--- src/rtl/ctrl_sequencer.sv ---
// Microcoded control sequencer: fetches a 16-bit instruction, then steps through
// its execute cycles, decoding strobes combinationally from state, step and IR.
module ctrl_sequencer #(
  parameter int DW       = 16,
  parameter int RW       = 3,
  parameter int WAIT_MAX = 15
) (
  input  logic          clk,
  input  logic          rst,
  input  logic [DW-1:0] in,
  input  logic [3:0]    flags,
  input  logic          mem_ready,
  input  logic          irq,
  output logic [3:0]    alu_opcode,
  output logic          alu_out_en,
  output logic          mem_addr_en,
  output logic          mem_out_en,
  output logic          reg_in_en,
  output logic          reg_out_en,
  output logic          reg_pc_inc,
  output logic          out_en,
  output logic [RW-1:0] reg_src_sel,
  output logic [RW-1:0] reg_dst_sel,
  output logic [DW-1:0] out,
  output logic [2:0]    step,
  output logic          halted,
  output logic          fault,
  output logic [1:0]    fault_cause
);

  localparam int WCW = (WAIT_MAX > 1) ? $clog2(WAIT_MAX) : 1;
  localparam logic [WCW-1:0] WAIT_LAST = WCW'(WAIT_MAX - 1);
  localparam logic [RW-1:0]  TMP       = '1;
  localparam logic [RW-1:0]  PC        = '0;

  typedef enum logic [1:0] {FETCH, EXEC, HALT} state_t;

  state_t         state;
  logic [15:0]    ir;
  logic           br_taken;
  logic [WCW-1:0] wait_cnt;

  logic [3:0]    opcode;
  logic [RW-1:0] dst, src, ld_dst;
  logic          imm, ind, cond, taken, ld_like, is_alu, is_illegal, is_hlt;
  logic          bus_wait, last;

  assign opcode     = ir[15:12];
  assign dst        = RW'(ir[11:9]);
  assign src        = RW'(ir[6:4]);
  assign imm        = ir[8];
  assign ind        = ir[7];
  assign is_alu     = (opcode >= 4'd3) && (opcode <= 4'd9);
  assign is_illegal = opcode inside {4'd2, 4'd10, 4'd11, 4'd13, 4'd14};
  assign is_hlt     = (opcode == 4'd0) && (ir[11:8] == 4'hF);

  always_comb begin
    case (ir[11:9])
      3'd0:    cond = flags[3];
      3'd1:    cond = ~flags[3];
      3'd2:    cond = flags[2];
      3'd3:    cond = ~flags[2];
      3'd4:    cond = flags[1];
      3'd5:    cond = ~flags[1];
      3'd6:    cond = flags[0];
      default: cond = ~flags[0];
    endcase
  end

  // A branch decides on live flags in step2; later steps use the value latched then.
  assign taken   = (step == 3'd2) ? cond : br_taken;
  assign ld_like = (opcode == 4'd1) || ((opcode == 4'd15) && taken);
  assign ld_dst  = (opcode == 4'd15) ? PC : dst;

  // NOTE: every output gets a default first so no path leaves one unassigned (no latches).
  always_comb begin
    alu_opcode  = '0;
    alu_out_en  = 1'b0;
    mem_addr_en = 1'b0;
    mem_out_en  = 1'b0;
    reg_in_en   = 1'b0;
    reg_out_en  = 1'b0;
    reg_pc_inc  = 1'b0;
    out_en      = 1'b0;
    reg_src_sel = '0;
    reg_dst_sel = '0;
    out         = '0;
    last        = 1'b1;
    case (state)
      FETCH: begin
        if (step == 3'd0) begin
          reg_src_sel = PC;
          reg_out_en  = 1'b1;
          mem_addr_en = 1'b1;
        end else begin
          mem_out_en = 1'b1;
          reg_pc_inc = mem_ready;
        end
      end
      EXEC: begin
        if (ld_like) begin
          if (imm) begin
            out_en      = 1'b1;
            out         = DW'(ir[7:0]);
            reg_dst_sel = ld_dst;
            reg_in_en   = 1'b1;
          end else if (!ind) begin
            reg_src_sel = src;
            reg_dst_sel = ld_dst;
            reg_out_en  = 1'b1;
            reg_in_en   = 1'b1;
          end else if (step == 3'd2) begin
            reg_src_sel = src;
            reg_out_en  = 1'b1;
            mem_addr_en = 1'b1;
            last        = 1'b0;
          end else begin
            mem_out_en  = 1'b1;
            reg_dst_sel = ld_dst;
            reg_in_en   = mem_ready;
          end
        end else if (is_alu) begin
          if (imm && step == 3'd2) begin
            out_en      = 1'b1;
            out         = DW'(ir[7:0]);
            reg_dst_sel = TMP;
            reg_in_en   = 1'b1;
            last        = 1'b0;
          end else if (!imm && ind && step == 3'd2) begin
            reg_src_sel = src;
            reg_out_en  = 1'b1;
            mem_addr_en = 1'b1;
            last        = 1'b0;
          end else if (!imm && ind && step == 3'd3) begin
            mem_out_en  = 1'b1;
            reg_dst_sel = TMP;
            reg_in_en   = mem_ready;
            last        = 1'b0;
          end else begin
            alu_opcode  = opcode;
            reg_src_sel = (imm || ind) ? TMP : src;
            reg_dst_sel = dst;
            alu_out_en  = 1'b1;
            reg_in_en   = 1'b1;
          end
        end else if (opcode == 4'd12) begin
          out_en      = 1'b1;
          out         = DW'(ir[11:0]);
          reg_dst_sel = PC;
          reg_in_en   = 1'b1;
        end
      end
      default: ;
    endcase
  end

  assign halted   = (state == HALT);
  assign bus_wait = mem_out_en && !mem_ready;

  // NOTE: sequential state uses non-blocking assignments; later ones in the block win.
  always_ff @(posedge clk or posedge rst) begin
    if (rst) begin
      state       <= FETCH;
      step        <= '0;
      ir          <= '0;
      br_taken    <= 1'b0;
      wait_cnt    <= '0;
      fault       <= 1'b0;
      fault_cause <= '0;
    end else begin
      wait_cnt <= '0;
      if (bus_wait) begin
        if (wait_cnt == WAIT_LAST) begin
          state       <= HALT;
          step        <= '0;
          fault       <= 1'b1;
          fault_cause <= 2'b10;
        end else begin
          wait_cnt <= wait_cnt + 1'b1;
        end
      end else begin
        case (state)
          FETCH: begin
            if (step == 3'd0) begin
              step <= 3'd1;
            end else begin
              ir    <= in[15:0];
              state <= EXEC;
              step  <= 3'd2;
            end
          end
          EXEC: begin
            if (step == 3'd2) br_taken <= cond;
            if (step == 3'd2 && is_illegal) begin
              state       <= HALT;
              step        <= '0;
              fault       <= 1'b1;
              fault_cause <= 2'b01;
            end else if (step == 3'd2 && is_hlt) begin
              state <= HALT;
              step  <= '0;
            end else if (last) begin
              state <= FETCH;
              step  <= '0;
            end else begin
              step <= step + 3'd1;
            end
          end
          HALT: begin
            if (irq && !fault) begin
              state <= FETCH;
              step  <= '0;
            end
          end
          default: begin
            state <= FETCH;
            step  <= '0;
          end
        endcase
      end
    end
  end

endmodule

--- config.mk ---
export PLATFORM = sky130hd
export DESIGN_NAME = ctrl_sequencer
export DESIGN_NICKNAME = d
export VERILOG_FILES = /design/src/rtl/ctrl_sequencer.sv
export SDC_FILE = /design/constraint.sdc
export NUM_CORES = 1
export LEC_CHECK = 0
export BUFFER_PORTS_ARGS = -buffer_cell sky130_fd_sc_hd__buf_2
export CORE_MARGIN = 2
export CORE_UTILIZATION = 51
export DETAILED_ROUTE_END_ITERATION = 8
export HOLD_SLACK_MARGIN = 0.08
export PLACE_DENSITY = 0.8
export RECOVER_POWER = 50
export SLEW_MARGIN = 25
export SYNTH_ARGS = -nofsm -noshare
export SYNTH_HDL_FRONTEND = slang
export SYNTH_SLANG_ARGS = --single-unit
--- constraint.sdc ---
create_clock -name clk -period 2.7 [get_ports clk]
set_input_delay 0.135 -clock clk [delete_from_list [all_inputs] [get_ports clk]]
set_output_delay 0.135 -clock clk [all_outputs]
set_load 0.02 [all_outputs]
# After elaboration in Yosys (flattened, before gate mapping)
# Index checks and enable logic that the tools add are counted.
[totals] regBits=29 input_bits=24 out_inout_bits=40 elab_cells=179
[op_classes] n_addsub=2 n_lt_le_gt_ge=2 eq_ne=24 muxes=110 n_bitwise=6 reduce_logical=28
[op_table] op="$mux 3" n=26
[op_table] op="$mux 1" n=53
[op_table] op="$mux 16" n=3
[op_table] op="$eq 4x4->1 const B" n=8
[op_table] op="$mux 4" n=8
[op_table] op="$mux 2" n=11
[op_table] op="$mux 8" n=2
[op_table] op="$eq 3x2->1 const B" n=4
[op_table] op="$mux 12" n=1
[op_table] op="$logic_and 1x1->1" n=11
[op_table] op="$eq 3x3->1 const B" n=3
[op_table] op="$pmux 3 s3" n=1
[op_table] op="$pmux 1 s7" n=1
[op_table] op="$logic_not 3->1" n=2
[op_table] op="$not 1->1" n=6
[op_table] op="$pmux 1 s2" n=3
[op_table] op="$pmux 2 s3" n=1
[op_table] op="$reduce_and 3->1" n=2
[op_table] op="$ne 5x5->1 const B" n=1
[op_table] op="$reduce_bool 5->1" n=1
[op_table] op="$add 4x1->4 const B" n=1
[op_table] op="$eq 4x1->1 const B" n=1
[op_table] op="$eq 4x2->1 const B" n=1
[op_table] op="$ge 4x2->1 const B" n=1
[op_table] op="other kinds (15)" n=20

# Longest topological paths before layout
[depth] depth_word=14 mapped_depth=10 ltp_nobuf=8

# Worst setup path after synthesis
# No wires, ideal clock.
[synth_timing] path_kind="reg-to-output" startpoint="register step[0]" endpoint="output port reg_out_en" t_arrival_ps=2363 required_time_ps=2565 path_slack_ps=202 stages_incl_launch_ff=9 path_buffers=1 path_cell_list="dfrtp_1 > inv_1 > ha_1 > nand2b_1 > clkbuf_1 > or3_1 > o21ai_0 > a22oi_1 > o21ai_0"
[synth_between] elab_chain_len=7 elab_cells_between_ends=16 cone_classes="eq/ne: 1; mux: 10; reduce/logical: 5"
[synth_rtl] element="start: declaration" line="25" text="output logic [2:0] step,"
[synth_rtl] element="start signal: assignment" line="206" text="step <= step + 3'd1;"
[synth_rtl] element="$eq 3x2->1"
[synth_rtl] element="$logic_and 1x1->1" line="129" text="end else if (!imm && ind && step == 3'd2) begin"
[synth_rtl] element="$mux 1" line="129"
[synth_rtl] element="$mux 1" line="123" text="if (imm && step == 3'd2) begin"
[synth_rtl] element="$mux 1" line="122" text="end else if (is_alu) begin"
[synth_rtl] element="$mux 1" line="101" text="if (ld_like) begin"
[synth_rtl] element="$pmux 1 s2 *" line="89" text="case (state)"
[synth_rtl] element="end: declaration" line="19" text="output logic reg_out_en,"
# Every way passes the cells marked *; elsewhere a longest branch is shown, timed or not.

# Worst setup path in the final report
[layout_timing] startpoint="register ir[15]" endpoint="output port out[2]"
[layout_between] elab_chain_len=5 elab_cells_between_ends=12 cone_classes="order compare: 2; eq/ne: 3; mux: 4; reduce/logical: 3"
[layout_rtl] element="start: declaration" line="39" text="logic [15:0] ir;"
[layout_rtl] element="start signal: assignment" line="187" text="ir <= in[15:0];"
[layout_rtl] element="$ge 4x2->1, or another cell as far along" line="53" text="assign is_alu = (opcode >= 4'd3) && (opcode <= 4'd9);"
[layout_rtl] element="$logic_and 1x1->1, or another cell as far along" line="53"
[layout_rtl] element="$mux 16 / $logic_or 1x1->1 (equally long branches)" line="122, 72"
[layout_rtl] element="$mux 16 *" line="101"
[layout_rtl] element="$mux 16 *" line="89"
[layout_rtl] element="end: declaration" line="24" text="output logic [DW-1:0] out,"
# Marks and branches as above.

==> results.py <==
metrics = {
    "cts": {
        "cts_made_buffers": 5,
        "clock_sinks": 29,
        "clk_pin_slew_ns": 0.06,
        "postCtsSetupRepairBufs": 0,
        "htreeDepth": 2,
        "clk_path_buf_depth": 2,
        "root_buffer": "clkbuf_8",
        "tritoncts": "yes",
        "clock_latency_ns": 0.28,
    },
    "yosys": {
        "yosysWarnings": 0,
        "ys_types": 51,
        "synthArstFlopShare_pct": 100.0,
        "avgSynthCellArea_um2": 7.740,
        "ys_ff_latch": 29,
        "syn_inst": 258,
        "synthFlopType": "dfrtp_1",
        "netlist_area_um2": 1997,
        "ys_seq_area_share_pct": 36.34,
        "synth_edf_count": 0,
    },
    "job": {
        "maxCapViolations": 0,
    },
    "drt": {
        "routedWlPerCell_um": 13.45,
        "antenna_left": 0,
        "drt_pass1_iterations": 5,
        "vias_per_cell": 5.340,
        "drc": 0,
        "via_count": 2024,
        "wl_mm": 5.099,
        "drt-initial-drc-count": 210,
    },
    "global_routing": {
        "antenna_found_initial": 0,
        "grt_pass1_vias": 1751,
        "grt_pass1_wl_mm": 8.190,
        "grt_usage_pct": 24.28,
        "grt_remaining_overflow": 0,
        "grt_max_degree": 30,
    },
    "die": {
        "die_x_um": 66.58,
        "dieArea_um2": 4432,
        "core_um2": 3716,
        "initial_core_util_pct": 53.74,
        "num_rows": 22,
        "fp.dieH_um": 66.58,
        "io_pins": 64,
    },
    "final_layout": {
        "multi_input_area_um2": 1144,
        "drive_gt1_share_pct": 21.75,
        "mostFrequentLayoutCell": "nand2_1",
        "synthToLayoutAreaGrowth_pct": 29.26,
        "antennaDiodeCount": 0,
        "fin_util_pct": 69.46,
        "area.sequential_um2": 726.9,
        "final_cell_mix": "nand2_1 (62), buf_2 (50), dfrtp_1 (28)",
        "num-fill-cells": 326,
        "final_area_um2": 2581,
        "nets": 360,
    },
    "timing": {
        "max_clock_freq_mhz": 384.7,
        "setup_viol": 0,
        "tns_ns": 0,
        "worstMarginPinSlew_ns": 1.071,
        "skew_ns": 0.002987,
        "finalCritPeriodShare_pct": 96.27,
        "final-hold-violation-count": 0,
        "layout_min_cycle_time_ns": 2.599,
        "relSlewSlack_pct": 28.52,
        "finalMaxSlewViolations": 0,
    },
    "placement": {
        "portBuffers": 59,
        "dp.final_hpwl_mm": 3.588,
        "dpl_cell_area_um2": 2310,
        "gp_congestion": 0.9307,
    },
    "power_and_ir_drop": {
        "p_leak_uw": 0.001287,
        "peakVddDrop_uv": 548.5,
        "p_seq_share_pct": 29.3,
        "p_int_uw": 1502,
        "switching_share_pct": 47.88,
        "powerDensity_nw_per_um2": 1116,
        "switching_power_uw": 1380,
        "comb_power_share_pct": 54.6,
        "pwr-share-clk_pct": 16.1,
    },
    "critical_path": {
        "cp_data_required_time_ns": 2.57,
        "cp_max_fo": 13,
        "crit_chain": "or3b_1 -> o21ai_1 -> nand2_1 -> o211ai_1 -> a31o_2 -> and2_1 -> buf_2",
        "crit_type": "reg -> out",
        "r2r_start": "step[0]",
        "cp.arrival_ns": 2.46,
        "startpoint": "ir[15]",
        "worstSetupStartpointType": "flop",
        "cp_slowest_stage_delay_ns": 0.55,
        "critPathSlowestCell": "dfrtp_1",
        "end_kind": "output port",
    },
    "min_path": {
        "hp-class": "in -> reg",
        "hp-start": "in[15]",
    },
    "outcome": {
        "status": "finished, final reports clean",
    },
}
==> cell usage after synthesis (6+ instances only) <==
cell type	number	share of area [%]
o21ai_0	17	4.3
ha_1	6	3.8
a21oi_1	12	3.0
nor2_1	15	2.8
nor2b_1	7	2.2
clkbuf_1	10	1.9
dfrtp_1	29	36
nand2_1	62	12
and2_1	14	4.4
inv_1	12	2.3
==> sequential cells by signal (all words and copies together), names as in the netlist <==
name	cells
state	2
wait_cnt	4
fault_cause	2
ir	16
br_taken	1
step	3
fault	1
==> cells by family after synthesis <==
logic type	count (synthesis)	share of synthesized area, %
xor gates and xnor gates	3	1.316
adders and majority gates	6	3.759
and+or+nand+nor	124	29.26
other	1	0.1878
buffers and inverters	31	7.206
DFF	29	36.34
muxes	1	0.7517
AOI/OAI and AO/OA	63	21.18
==> power by group through the flow <==
stage               Combinational, uW  Clock (uW)  Sequential [uW]
CTS                              1570         470              836
global route                     1740         498              884
finish                           1570         463              844
global placement                 1520           0              837
detailed placement               1530           0              840
floorplan                        1230           0              749
==> final timing paths <==
kind	to	slack [ns]	cells past startpoint
max reg2reg	step[0]	0.32	9
min reg2reg	ir[0]	0.47	2
min in group asynchronous	wait_cnt[3]	0.68	3
max	out[2]	0.10	7
min	ir[15]	0.16	3
max in group asynchronous	ir[10]	1.29	3
==> final cells by class <==
class	instances	area share [%]
clock buffer	7	3.345
tap	48	2.327
timing repair buffer	81	18.95
inverter	12	1.745
clock inverter	1	1.163
sequential	29	28.16
multi-input combinational	201	44.30
==> timing repair <==
action / CTS / global route
endpoints found under the setup margin: 8 / 18
hold buffers: 16 / 0
endpoints found under the hold margin: 44 / 0
resized for setup: 1 / 3
==> routing by layer <==
layer | part of all wire [%] | global-route usage (%)
met5 | 0 | 0
met4 | 1.5 | 6.888
met3 | 7.2 | 5.574
met2 | 47 | 37.88
met1 | 44 | 33.73
==> per-stage QoR <==
step                      instances  hold WS, ns  worst slack, ns  total power [uW]
after detailed placement        355       0.2415           0.2765              2371
final                           379       0.1598           0.1007              2882
after floorplan                 261       0.2131           0.2018              1981
after global placement          355       0.3264           0.3423              2360
after CTS                       379       0.1367         0.001481              2873
after global routing            379       0.1431      -0.00002220              3120
==> critical path: cells and delay by family (launching register included) <==
family / cells / cell delay, ns
compound gates: 3 / 0.81
flops: 1 / 0.55
simple gates: 3 / 0.67
buf+inv: 1 / 0.16
Note: power is estimated with default switching activity, not from simulation.
